==> config.mk <==
export PLATFORM = sky130hd
export DESIGN_NAME = lab3_divider_flat
export DESIGN_NICKNAME = d
export VERILOG_FILES = /design/src/rtl/lab3_divider_pkg.sv /design/src/rtl/lab3_divider_if.sv /design/src/rtl/lab3_divider_div_step.sv /design/src/rtl/lab3_divider.sv /design/src/flat_wrapper.sv
export SDC_FILE = /design/constraint.sdc
export NUM_CORES = 1
export LEC_CHECK = 0
export CORE_MARGIN = 4
export CORE_UTILIZATION = 45
export CTS_CLUSTER_SIZE = 28
export DETAILED_ROUTE_END_ITERATION = 7
export PLACE_DENSITY = 0.82
export SETUP_SLACK_MARGIN = 0.2
export SYNTH_ARGS = -nofsm -noshare
export SYNTH_HDL_FRONTEND = slang
export SYNTH_SLANG_ARGS = --single-unit
==> constraint.sdc <==
create_clock -name clock_in -period 3.27 [get_ports clock_in]
set_clock_uncertainty 0.2 [all_clocks]
set_input_delay 0.654 -clock clock_in [delete_from_list [all_inputs] [get_ports clock_in]]
set_output_delay 0.654 -clock clock_in [all_outputs]
set_load 0.02 [all_outputs]
==> src/rtl/lab3_divider_pkg.sv <==
// Shared types and constants for the lab 3 restoring divider.
package lab3_div_pkg;

   localparam int unsigned DIVIDEND_W = 8;
   localparam int unsigned DIVISOR_W  = 4;
   localparam int unsigned PARTIAL_W  = DIVISOR_W + 1;
   localparam int unsigned DIV_STEPS  = 8;
   localparam int unsigned STEP_W     = 3;

   localparam logic [DIVIDEND_W-1:0] QUOT_ZERO_DIV = 8'hFF;

   typedef enum logic [1:0] {
      IDLE = 2'd0,
      RUN  = 2'd1,
      DONE = 2'd2
   } state_t;

   typedef struct packed {
      logic [DIVIDEND_W-1:0] quotient;
      logic [DIVISOR_W-1:0]  remainder;
      logic                  div_by_zero;
   } div_result_t;

endpackage

==> src/rtl/lab3_divider_if.sv <==
// Start/done request and result bus between the lab 3 datapath and the divider.
interface lab3_divider_if;
   import lab3_div_pkg::*;

   logic                  start;
   logic [DIVIDEND_W-1:0] dividend;
   logic [DIVISOR_W-1:0]  divisor;
   logic [DIVIDEND_W-1:0] quotient;
   logic [DIVISOR_W-1:0]  remainder;
   logic                  busy;
   logic                  done;
   logic                  div_by_zero;

   modport master (
      output start, dividend, divisor,
      input  quotient, remainder, busy, done, div_by_zero
   );

   modport slave (
      input  start, dividend, divisor,
      output quotient, remainder, busy, done, div_by_zero
   );

endinterface

==> src/rtl/lab3_divider_div_step.sv <==
// One restoring-division iteration: shift in a dividend bit, trial-subtract the divisor.
module div_step
   import lab3_div_pkg::*;
(
   input  logic [PARTIAL_W-1:0] partial_in,
   input  logic                 bit_in,
   input  logic [DIVISOR_W-1:0] divisor,
   output logic [PARTIAL_W-1:0] partial_out,
   output logic                 q_bit_c
);

   logic [PARTIAL_W:0] shifted;
   logic [PARTIAL_W:0] divisor_ext;

   always_comb begin
      shifted     = {partial_in, bit_in};
      divisor_ext = (PARTIAL_W + 1)'(divisor);
      q_bit_c     = (shifted >= divisor_ext);
      // partial_in < divisor on entry, so the result always fits back in PARTIAL_W bits
      partial_out = q_bit_c ? PARTIAL_W'(shifted - divisor_ext) : PARTIAL_W'(shifted);
   end

endmodule

==> src/rtl/lab3_divider.sv <==
// Sequential 8/4 restoring divider: FSM, step counter, working and result registers.
module lab3_divider
   import lab3_div_pkg::*;
(
   input  logic           clock_in,
   input  logic           reset_n,
   lab3_divider_if.slave  bus
);

   state_t                state_q,   state_d;
   logic [STEP_W-1:0]     step_q,    step_d;
   logic [DIVIDEND_W-1:0] dq_q,      dq_d;
   logic [PARTIAL_W-1:0]  partial_q, partial_d;
   logic [DIVISOR_W-1:0]  divisor_q, divisor_d;
   div_result_t           res_q,     res_d;
   logic                  busy_q,    busy_d;
   logic                  done_q,    done_d;

   logic [PARTIAL_W-1:0]  partial_next;
   logic                  q_bit;

   div_step u_div_step (
      .partial_in  (partial_q),
      .bit_in      (dq_q[DIVIDEND_W-1]),
      .divisor     (divisor_q),
      .partial_out (partial_next),
      .q_bit_c     (q_bit)
   );

   always_ff @(posedge clock_in) begin
      if (!reset_n) begin
         state_q   <= IDLE;
         step_q    <= '0;
         dq_q      <= '0;
         partial_q <= '0;
         divisor_q <= '0;
         res_q     <= '0;
         busy_q    <= 1'b0;
         done_q    <= 1'b0;
      end else begin
         state_q   <= state_d;
         step_q    <= step_d;
         dq_q      <= dq_d;
         partial_q <= partial_d;
         divisor_q <= divisor_d;
         res_q     <= res_d;
         busy_q    <= busy_d;
         done_q    <= done_d;
      end
   end

   always_comb begin
      state_d   = state_q;
      step_d    = step_q;
      dq_d      = dq_q;
      partial_d = partial_q;
      divisor_d = divisor_q;
      res_d     = res_q;

      unique case (state_q)
         IDLE: begin
            if (bus.start) begin
               if (bus.divisor != '0) begin
                  state_d   = RUN;
                  dq_d      = bus.dividend;
                  divisor_d = bus.divisor;
                  partial_d = '0;
                  step_d    = '0;
               end else begin
                  state_d           = DONE;
                  res_d.quotient    = QUOT_ZERO_DIV;
                  res_d.remainder   = bus.dividend[DIVISOR_W-1:0];
                  res_d.div_by_zero = 1'b1;
               end
            end
         end
         RUN: begin
            // quotient bits enter at the LSB as dividend bits leave the MSB
            dq_d      = {dq_q[DIVIDEND_W-2:0], q_bit};
            partial_d = partial_next;
            step_d    = step_q + STEP_W'(1);
            if (step_q == STEP_W'(DIV_STEPS - 1)) begin
               state_d           = DONE;
               step_d            = '0;
               res_d.quotient    = {dq_q[DIVIDEND_W-2:0], q_bit};
               res_d.remainder   = partial_next[DIVISOR_W-1:0];
               res_d.div_by_zero = 1'b0;
            end
         end
         DONE: begin
            state_d = IDLE;
         end
         default: begin
            state_d = IDLE;
         end
      endcase

      busy_d = (state_d == RUN);
      done_d = (state_d == DONE);
   end

   assign bus.quotient    = res_q.quotient;
   assign bus.remainder   = res_q.remainder;
   assign bus.div_by_zero = res_q.div_by_zero;
   assign bus.busy        = busy_q;
   assign bus.done        = done_q;

endmodule

==> src/flat_wrapper.sv <==
// flat-port wrapper written by rule: the top's interface ports become plain ports
module lab3_divider_flat import lab3_div_pkg::*;
  (clock_in, reset_n, bus_start, bus_dividend, bus_divisor, bus_quotient, bus_remainder, bus_busy, bus_done, bus_div_by_zero);
  lab3_divider_if bus_i ();
  input  logic clock_in;
  input  logic reset_n;
  input wire logic [$bits(bus_i.start)-1:0] bus_start;
  input wire logic [$bits(bus_i.dividend)-1:0] bus_dividend;
  input wire logic [$bits(bus_i.divisor)-1:0] bus_divisor;
  output wire logic [$bits(bus_i.quotient)-1:0] bus_quotient;
  output wire logic [$bits(bus_i.remainder)-1:0] bus_remainder;
  output wire logic [$bits(bus_i.busy)-1:0] bus_busy;
  output wire logic [$bits(bus_i.done)-1:0] bus_done;
  output wire logic [$bits(bus_i.div_by_zero)-1:0] bus_div_by_zero;
  assign bus_i.start = bus_start;
  assign bus_i.dividend = bus_dividend;
  assign bus_i.divisor = bus_divisor;
  assign bus_quotient = bus_i.quotient;
  assign bus_remainder = bus_i.remainder;
  assign bus_busy = bus_i.busy;
  assign bus_done = bus_i.done;
  assign bus_div_by_zero = bus_i.div_by_zero;
  lab3_divider u_core (.clock_in(clock_in), .reset_n(reset_n), .bus(bus_i));
endmodule
==> metrics.md <==
| Metric | Value |
|---|---|
| Status | completed |
| Area grow syn2layout | 26.7% |
| Most frequent cell after synthesis | dfxtp_1 |
| Reg2reg start | u_core.dq_q[7]$_SDFFE_PN0P_ |
| GP Congestion | 0.750 |
| Hold Path Class | flip-flop to flip-flop |
| Cell-internal power | ~0.79 mW |
| Layout Nets | 230 |
| Maximum clock frequency | about 410 MHz |
| Top cell type's share of synthesized area | 0.451 |
| I/O Buffers | 29 |
| TritonCTS Buffers | 5 |
| Vias in the first global route | 1259 |
| Asr flop ratio synth | 0 |
| Final ANT Viol Nets | 0 |
| Seq pwr share | 0.456 |
| Combinational share of power | 0.183 |
| Final Util | 0.605 |
| Final instance area | between 2000 and 2500 um^2 |
| Final setup TNS | 0 ns |
| CP Capture Type | flip-flop |
| DP Area | 1970 um^2 |
| Req. time, crit path | about 3.3 ns |
| Post-CTS sizing | 0 |
| Post-DR vias/cell | between 5 and 6 |
| NetSw | between 0.2 and 0.3 mW |
| Grt total ovfl | 0 |
| Cell taking the most area after synthesis | dfxtp_1 |
| Num ports | 30 |
| Overall Power | 1.09 mW |
| DP HPWL | 2530 um |
| TritonCTS clock tree | built |
| GRT Total Usage | 0.176 |
| Max-Cap Viols | 0 |
| CTS sink cnt | 37 |
| Switching Fraction | 0.274 |
| Largest net degree at the start of global routing | 23 |
| Initial antenna violation count | 0 |
| Pre-Repair DR Iteration Count | 4 |
| Fillers | 314 |
| Root buffer cell | clkbuf_8 |
| Seq/Total Area, Yosys | 0.451 |
| Clk Latency, worst-skew pair | between 0.2 and 0.3 ns |
| Critical Path Start | bus_divisor[3] |
| CP Class | input port to flip-flop |
| Leakage | around 0.81 nW |
| Mapped cell area | 1640 um^2 |
| Reg-to-reg setup timing slack | ~1.1 ns |
| Final setup fails | 0 |
| Initial DRC count | 136 |
| Synth Register Bits | 37 |
| Cells after Synth | 178 |
| Post-route DRC | 0 |
| Final Hold Vio Count | 0 |
| Mapped Avg Cell Area | roughly 9 um^2 |
| Die area | between 4000 and 5000 um^2 |
| DIE HEIGHT | between 60 and 70 um |
| Share of cells above drive strength 1 | 0.110 |
| Worst VDD drop | 0.241 mV |
| Total core area | around 3400 um^2 |
| Type of origin of the critical path | input port |
| Critical R2R Capture | u_core.bus.remainder[1]$_SDFFE_PN0P_ |
| Slew margin rel. | 0.516 |
| Clock Pin Slew Worst Setup and Hold Paths | 0.07 ns |
| Starting Density | 0.477 |
| Die W | around 70 um |
| RSZ-0062 raised after global routing | no |
| Post-synth EDFFs | 0 |
| Crit-path cells | clkdlybuf4s50_1 > or4_4 > nand3b_4 > a21oi_4 > o21ai_1 > a31oi_1 |
| Clock power share | 0.361 |
| Final period demand of the worst path | 2.45 ns |
| DRT Wirelength | 3480 um |
| ANT cells | 0 |
| Worst-Margin Slew | about 0.73 ns |
| Ys flop type | dfxtp_1 |
| Hold Path Sink | u_core.divisor_q[1]$_SDFFE_PN0P_ |
| HP Start | u_core.divisor_q[1]$_SDFFE_PN0P_ |
| Syn Nets | 200 |
| Buf/Inv on CP | 1 |
| # hold bufs at CTS | 0 |
| Crit path max fanout | 18 |
| Critical path's largest stage delay | roughly 0.55 ns |
| # Post-CTS Setup Buffers | 0 |
| R2R cell count | 9 |
| CP top delay family | simple AND/OR/NAND/NOR gates |
| Critical path arrival | about 2.5 ns |
| Slowest CP cell | or4_4 |
| CTS Buffer Depth | 2 |
| Final period utilization | 0.748 |
| PD cells | between 500 and 600 nW/um^2 |
| Wire length of the first global-routing pass | ~5900 um |
| Main area contributors after synthesis | dfxtp_1 (45%), nand2_1 (5.7%), o221a_2 (5.5%), nor2_1 (4.8%), ha_1 (4.6%) |
| Std cell rows | 21 |
| Most frequent cells after synthesis | dfxtp_1 (37), nand2_1 (25), nor2_1 (21) |
| Hold Crit Depth | 2 |
| H-Tree Level Count | 2 |
| Area taken by multi-input logic gates | ~840 um^2 |
| Total number of vias | around 1400 |
| FF+latch area | about 740 um^2 |
| Distinct cells, synth | 38 |
| Drt wl/cell | ~14 um |
| Ys Warns | 0 |
| Max-slew violation count | 0 |
==> worst min-delay path, cell delays in order (launching register included) <==
cell,delay [ns]
dfxtp_1,0.33
mux2i_1,0.06
nor2_1,0.07
==> per-layer routing <==
layer,GRT usage,part of all wire
met3,0.0690,0.051
met2,0.257,0.44
met1,0.225,0.49
met4,0.0819,0.018
met5,0,0
==> power by group through the flow <==
| stage | clock, mW | sequential [mW] | combinational, mW |
|---|---|---|---|
| 3_3_place_gp | 0 | 0.508 | 0.197 |
| 6_report | 0.395 | 0.498 | 0.200 |
| 5_1_grt | 0.433 | 0.502 | 0.227 |
| 4_1_cts | 0.410 | 0.498 | 0.201 |
| 3_5_place_dp | 0 | 0.509 | 0.200 |
| 2_1_floorplan | 0 | 0.508 | 0.139 |
==> stage by stage <==
stage / hold slack, ns / setup WS (ns) / std cells
after global placement: 0.279 / 0.575 / 247
final: 0.296 / 0.825 / 255
after detailed placement: 0.285 / 0.516 / 247
after floorplan: 0.253 / 1.11 / 178
after global routing: 0.314 / 0.751 / 255
after CTS: 0.301 / 0.835 / 255
==> cells in the final DEF (no fill, tap or decap), drive strengths merged, types with 4 or more instances in the layout <==
cell,count
a311oi,8
a21oi,10
clkbuf,5
ha,6
o21ai,7
o221a,8
inv,7
nor3,5
mux2i,4
a31oi,4
clkdlybuf4s50,29
nor2,21
dfxtp,37
nand2,25
==> worst max path at each step <==
stage / end / slack (ns) / depth (start not counted)
floorplan: u_core.bus.remainder[0]$_SDFFE_PN0P_ / 1.11 / 6
global placement: u_core.bus.quotient[5]$_SDFFE_PN0P_ / 0.57 / 5
detailed placement: u_core.bus.remainder[2]$_SDFFE_PN0P_ / 0.52 / 6
CTS: u_core.bus.remainder[2]$_SDFFE_PN0P_ / 0.84 / 6
global route: u_core.bus.remainder[2]$_SDFFE_PN0P_ / 0.75 / 6
finish: u_core.bus.remainder[2]$_SDFFE_PN0P_ / 0.82 / 6
==> sequential cells by signal, summed over array words and instances (netlist names) <==
signal and cells:
u_core.step_q 3, u_core.bus.done 1, u_core.bus.busy 1, u_core.dq_q 8
u_core.bus.quotient 8, u_core.partial_q 5, u_core.divisor_q 4, u_core.bus.remainder 4
u_core.state_q 2, u_core.bus.div_by_zero 1
==> layout make-up <==
type / instances / share of cell area
clock inverters: 3 / 0.0222
inverters: 7 / 0.0126
repair buffers: 31 / 0.147
clock buffers: 5 / 0.0331
flip-flops and latches: 37 / 0.356
multi-input cells: 126 / 0.402
well taps: 46 / 0.0277
==> logic make-up (layout without fill, tap and decap cells) <==
kind of cell	count (synthesis)	in the layout	synth area share
xor gates and xnor gates	2	2	0.0107
and+or+nand+nor	65	65	0.188
buffers and inverters	15	46	0.0404
adders and majority gates	7	7	0.0579
DFF	37	37	0.451
AOI/OAI and AO/OA	48	48	0.228
muxes	4	4	0.0244
Power figures use the tool's default switching activity.
